[src/rtl/operand_fetch.sv]
// rtl/operand_fetch.sv - RV32I operand fetch stage for R-type and I-type ALU ops
//
// Purpose: holds the 32x32 register file, decodes an accepted instruction,
// reads its source operands (with same-cycle writeback bypass) and presents
// one registered ALU operation to the next stage under a valid/ready
// handshake. Non-ALU opcodes are dropped and counted.
//
// Ports:
//   clk, rst                 clock, synchronous active-high reset
//   in_valid/in_ready/instr  upstream instruction handshake
//   wb_en/wb_rd/wb_data      register-file write port from writeback
//   out_valid/out_ready      downstream handshake
//   opcode/funct7/funct3     registered decode fields
//   a/b/rd                   registered operands and destination index
//   illegal_cnt              saturating count of dropped instructions

module operand_fetch #(
  parameter int CNT_W = 16
) (
  input  logic             clk,
  input  logic             rst,
  input  logic             in_valid,
  output logic             in_ready,
  input  logic [31:0]      instr,
  input  logic             wb_en,
  input  logic [4:0]       wb_rd,
  input  logic [31:0]      wb_data,
  output logic             out_valid,
  input  logic             out_ready,
  output logic [6:0]       opcode,
  output logic [6:0]       funct7,
  output logic [2:0]       funct3,
  output logic [31:0]      a,
  output logic [31:0]      b,
  output logic [4:0]       rd,
  output logic [CNT_W-1:0] illegal_cnt
);

  localparam logic [6:0] OP_R = 7'b0110011;
  localparam logic [6:0] OP_I = 7'b0010011;

  logic [31:0] regs [32];

  logic [4:0]  rs1;
  logic [4:0]  rs2;
  logic [2:0]  dec_f3;
  logic [6:0]  dec_op;
  logic        is_r;
  logic        is_i;
  logic        is_shift;
  logic        accept;
  logic        consume;
  logic        legal;
  logic        wb_hit;
  logic [31:0] rs1_val;
  logic [31:0] rs2_val;
  logic [6:0]  dec_f7;
  logic [31:0] dec_b;

  assign rs1      = instr[19:15];
  assign rs2      = instr[24:20];
  assign dec_f3   = instr[14:12];
  assign dec_op   = instr[6:0];
  assign is_r     = (dec_op == OP_R);
  assign is_i     = (dec_op == OP_I);
  assign legal    = is_r || is_i;
  assign is_shift = (dec_f3 == 3'b001) || (dec_f3 == 3'b101);

  assign in_ready = !out_valid || out_ready;
  assign accept   = in_valid && in_ready;
  assign consume  = out_valid && out_ready;
  assign wb_hit   = wb_en && (wb_rd != 5'd0);

  // Register read with writeback bypass; x0 is hardwired to zero.
  always_comb begin
    rs1_val = regs[rs1];
    if (rs1 == 5'd0) begin
      rs1_val = 32'd0;
    end else if (wb_hit && (wb_rd == rs1)) begin
      rs1_val = wb_data;
    end
    rs2_val = regs[rs2];
    if (rs2 == 5'd0) begin
      rs2_val = 32'd0;
    end else if (wb_hit && (wb_rd == rs2)) begin
      rs2_val = wb_data;
    end
  end

  // Operand B / funct7 selection. Immediate shifts carry their shamt in the
  // rs2 field and their arithmetic/logical selector in instr[31:25].
  always_comb begin
    dec_f7 = 7'd0;
    dec_b  = {{20{instr[31]}}, instr[31:20]};
    if (is_r) begin
      dec_f7 = instr[31:25];
      dec_b  = rs2_val;
    end else if (is_shift) begin
      dec_f7 = instr[31:25];
      dec_b  = {27'd0, instr[24:20]};
    end
  end

  always_ff @(posedge clk) begin
    if (rst) begin
      for (int i = 0; i < 32; i++) begin
        regs[i] <= 32'd0;
      end
      out_valid   <= 1'b0;
      opcode      <= 7'd0;
      funct7      <= 7'd0;
      funct3      <= 3'd0;
      a           <= 32'd0;
      b           <= 32'd0;
      rd          <= 5'd0;
      illegal_cnt <= '0;
    end else begin
      if (wb_hit) begin
        regs[wb_rd] <= wb_data;
      end

      if (accept && legal) begin
        out_valid <= 1'b1;
        opcode    <= dec_op;
        funct7    <= dec_f7;
        funct3    <= dec_f3;
        a         <= rs1_val;
        b         <= dec_b;
        rd        <= instr[11:7];
      end else if (consume) begin
        // Covers a dropped instruction in the consume cycle as well.
        out_valid <= 1'b0;
      end

      if (accept && !legal && (illegal_cnt != {CNT_W{1'b1}})) begin
        illegal_cnt <= illegal_cnt + 1'b1;
      end
    end
  end

endmodule

[config.mk]
export PLATFORM = sky130hd
export DESIGN_NAME = operand_fetch
export DESIGN_NICKNAME = d
export VERILOG_FILES = /design/src/rtl/operand_fetch.sv
export SDC_FILE = /design/constraint.sdc
export NUM_CORES = 2
export LEC_CHECK = 0
export ABC_AREA = 1
export CAP_MARGIN = 20
export CORE_MARGIN = 2
export CORE_UTILIZATION = 60
export CTS_BUF_LIST = sky130_fd_sc_hd__clkbuf_4
export DETAILED_ROUTE_END_ITERATION = 7
export PLACE_DENSITY_LB_ADDON = 0.1
export SLEW_MARGIN = 0
export SYNTH_ARGS = -nofsm -noshare
export SYNTH_HDL_FRONTEND = slang
export SYNTH_SLANG_ARGS = --single-unit
export TNS_END_PERCENT = 30
[constraint.sdc]
create_clock -name clk -period 3.4 [get_ports clk]
set_input_delay 0.68 -clock clk [delete_from_list [all_inputs] [get_ports clk]]
set_output_delay 0.68 -clock clk [all_outputs]
set_load 0.005 [all_outputs]
* After elaboration in Yosys (flattened, before gate mapping) *
Memories as Yosys holds them, arrays and structs flattened.
Cells that the tools add are included.

operators by class
  $add $sub $neg = 1
  equality and inequality tests = 7
  muxes and demuxes = 18
  reduce and logical (&&, ||, !) cells = 18

operators by type and width
  operator                                       count
  2-to-1 mux 32 bit                              7
  OR reduction 32 bit                            1
  adder 16 x 1 -> 16 bit, second input constant  1
  inequality test 16 bit, second input constant  1
  2-to-1 mux 7 bit                               2
  == test 5 bit                                  2
  logical NOT 5 bit                              2
  logical AND 1 bit                              8
  2-to-1 mux 1 bit                               8
  == test 7 x 5 -> 1 bit, second input constant  1
  == test 7 x 6 -> 1 bit, second input constant  1
  2-to-1 mux 5 bit                               1
  nonzero test 5 bit                             1
  == test 3 x 1 -> 1 bit, second input constant  1
  == test 3 bit, second input constant           1
  logical OR 1 bit                               3
  logical NOT 1 bit                              2
  nonzero test 2 bit                             1

storage, ports and cells
  register bits after elaboration = 103
  memory bits (writable) = 1024
  logic and storage cells = 53
  memories = 1

memories
  memory  depth  width  rd ports  clocked after Yosys merged registers in  wr ports  RTL line  RTL
  regs    32     32     2         0                                        32        42        logic [31:0] regs [32];

* Depth between registers and ports, before layout *
  depth in word-level cells = 7
  mapped depth = 14
  mapped depth without buffers = 11

* Least setup slack after synthesis *
Ideal clock, no wire load.

  path kind = input to register
  from = in wb_rd[4]
  to = mem regs[30][0], enable pin
  arrival = 2307 ps
  setup slack = 615 ps
  stages on the path = 9
  buffers on the path = 1
  cells stage by stage = inv_2 > nand3_1 > o21ai_1 > nor2_1 > nand3_1 > inv_2 > nand2_1 > clkbuf_1 > nand2_1

RTL lines
  what         RTL line  RTL
  from (decl)  26        input logic [4:0] wb_rd,
  to (decl)    42

* Worst setup path in the final report *
  from = reg b[15]
  to = out b[15]

RTL lines
  what                    RTL line  RTL
  from (decl)             34        output logic [31:0] b,
  from (signal assigned)  114       b <= 32'd0;
  from (signal assigned)  128       b <= dec_b;

No word-level cell between the ends.

==> run summary <==
Top cells by area, synth - edfxtp_1, nand2_1, nor2_1
Critical path's largest stage delay - 0.58 ns
Pre-Repair DR Iteration Count - 8
Cts repair resizes - 0
Pleak - 32.9 nW
Global-route wire length before repair - 334 mm
Vias after detailed routing - 61.5k
Syn avg cell area - 7.25 sq um
Final non-filler cell area - 71700 sq um
Ys async rst share - 0%
F_max - 338 MHz
Number of synthesized register bits - 1127
Final wirelength - 223 mm
Clk buf depth - 4
Outcome - finished, violations left
Area Overhead vs Synth - 12.8%
CTS H-tree lvls - 5
DP Wirelength - 143 mm
Post-Syn Area - 63600 sq um
Leading area contributor after synthesis - edfxtp_1
Vias in the first global route - 57.4k
Worst Path Max Fanout - 2
Critical-path cell list - clkdlybuf4s50_1
DRC viols - 1
Top post-synthesis cells by count - nand2_1, nor2_1, nand3_1
Setup CP Type - register to primary output
GRT Residual Overflow - 0
CP startpoint kind - register
Yosys cell types - 26
Die area - 109000 sq um
Cells after synthesis - 8771
RSZ-0062 raised after global routing - false
Final hold vios - 0
Largest net degree at the start of global routing - 116
Clk_skew - 0.0833 ns
Cell with the most instances after synthesis - nand2_1
Antenna violations before repair - 2
TritonCTS clock tree - yes
Initial Util - 60.4%
Final setup violation count - 0
Most used DFF post-synth - edfxtp_1
Slew margin rel. - 36.2%
Input/output buffers - 177
Gpl congestion - 0.963
Worst skew pair latency - 1.26 ns
Cts bufs inserted - 322
Worst path arrival time - 2.28 ns
Row count - 119
Final #Nets - 8993
Root Buffer - clkbuf_4
Max-Cap Viols - 0
CP top delay family - buffers and inverters
HP Class - input pin to register
Avg WL per Cell - 21.2 microns
Layout cell share with drive strength beyond 1 - 8.99%
Slew Viols, Final - 0
Core area - 105000 sq um
CP bufs+invs - 1
Seq/Total Area, Yosys - 51.6%
Least-Margin Pin Slew - 0.957 ns
Initial DRC Count - 8915
Min cycle time layout - 2.96 ns
Ys Warns - 0
Critical Path RT - 2.72 ns
Number of routed nets with antenna violations - 0
Failing checks - DRC
Setup TNS - 0 ns
Worst-path clk slew - 0.06 ns
Worst vdd ir - 0.423 mV
CTS Sinks - 1127
Top Ports - 178
Area after DPL - 67700 sq um
Share of the synthesized area in the top cell type - 48.4%
# Post-CTS Setup Buffers - 0
Chip width - 330 microns
Period Utilization, post-route - 87.1%
Total track usage - 40.6%
Post-synth EDFFs - 1024
CP Capture Type - primary output
Crit-path slowest cell - clkdlybuf4s50_1
PwrDens - 463 nW/um^2
Die Ht - 330 microns
Vias per cell - 5.84
==> what timing repair did <==
action / CTS / global route
hold buffers: 7 / 0
setup endpoints to repair: 0 / 0
endpoints found under the hold margin: 7 / 0
==> kinds of logic (layout without fill, tap and decap cells) <==
logic type / after synthesis / count (layout) / share of synthesized area (%)
AOI/OAI and AO/OA: 144 / 144 / 1.16
xor gates and xnor gates: 15 / 15 / 0.207
adders and majority gates: 1 / 1 / 0.0197
buffers and inverters: 1441 / 1774 / 8.84
DFF: 1127 / 1127 / 51.6
other: 1 / 35 / 0.00590
and+or+nand+nor: 6042 / 6042 / 38.2
==> state kept, by name (all words and copies together), names as in the netlist <==
signal / cells
regs: 1024
a: 32
b: 32
illegal_cnt: 16
funct7: 7
opcode: 7
rd: 5
funct3: 3
out_valid: 1
==> power breakdown <==
group | internal (mW) | switching (mW)
registers | 15.8 | 0.273
clock network | 6.60 | 5.91
logic | 1.28 | 3.36
==> cell type report <==
class                           count  area, sq um
Clock buffer                      471         3540
Multi-Input combinational cell   6234        25400
Inverter                          786         2980
Tap cell                         1391         1740
Sequential cell                  1127        32800
Antenna cell                        3         7.51
Fill cell                        8834        33500
Clock inverter                     70          383
Timing Repair Buffer              447         4870
==> worst register-to-register path, stage by stage (launching register included) <==
cell and delay, ns:
dfxtp_1 0.44, ha_1 0.27, nand3_1 0.13, nor2_1 0.19
nand3_1 0.12, nand2_1 0.11, clkinv_1 0.40, nand2_1 0.22
o21ai_0 0.09, a21oi_1 0.13
==> per-stage QoR <==
step / hold slack (ns) / setup slack (ns) / power [mW] / util, % / cells
after floorplan: 0.441 / 0.615 / 19.0 / - / 8802
after global placement: 0.431 / 0.325 / 20.7 / 64.4 / 9978
after detailed placement: 0.438 / 0.309 / 20.8 / 64.4 / 9978
after CTS: 0.00446 / 0.397 / 33.1 / 68.1 / 10526
after global routing: 0.0712 / 0.403 / 34.4 / 68.1 / 10529
final: 0.0780 / 0.440 / 33.2 / 68.1 / 10529
==> per-layer routing <==
metal | global-route usage [%] | share of wire (%) | vias to the layer above
met5 | 0 | 0 | -
met2 | 61.0 | 44 | 4607
met1 | 53.1 | 36 | 28138
li1 | - | - | 27966
met4 | 28.4 | 7.4 | 0
met3 | 7.82 | 12 | 813
==> placed cells by master (no fill, tap or decap), drive strengths merged, types with 40 or more instances in the layout <==
master and n:
nand3 1237, dfxtp 103, clkbuf 471, a21oi 95, edfxtp 1024, inv 783, nand2 2968, clkinv 69
nor2 1812, clkdlybuf4s50 166, o21ai 40, buf 274
==> final timing paths <==
path | from | end | slack (ns) | cells past startpoint
worst max-delay path | b[15]$_SDFFE_PP0P_ | b[15] | 0.44 | 1
worst min-delay path | instr[13] | funct3[1]$_SDFFE_PP0P_ | 0.08 | 3
worst max register to register | illegal_cnt[0]$_SDFFE_PP0P_ | illegal_cnt[6]$_SDFFE_PP0P_ | 1.23 | 9
worst min register to register | opcode[2]$_SDFFE_PP0P_ | opcode[2]$_SDFFE_PP0P_ | 0.45 | 2
(Power assumes the default switching activity.)
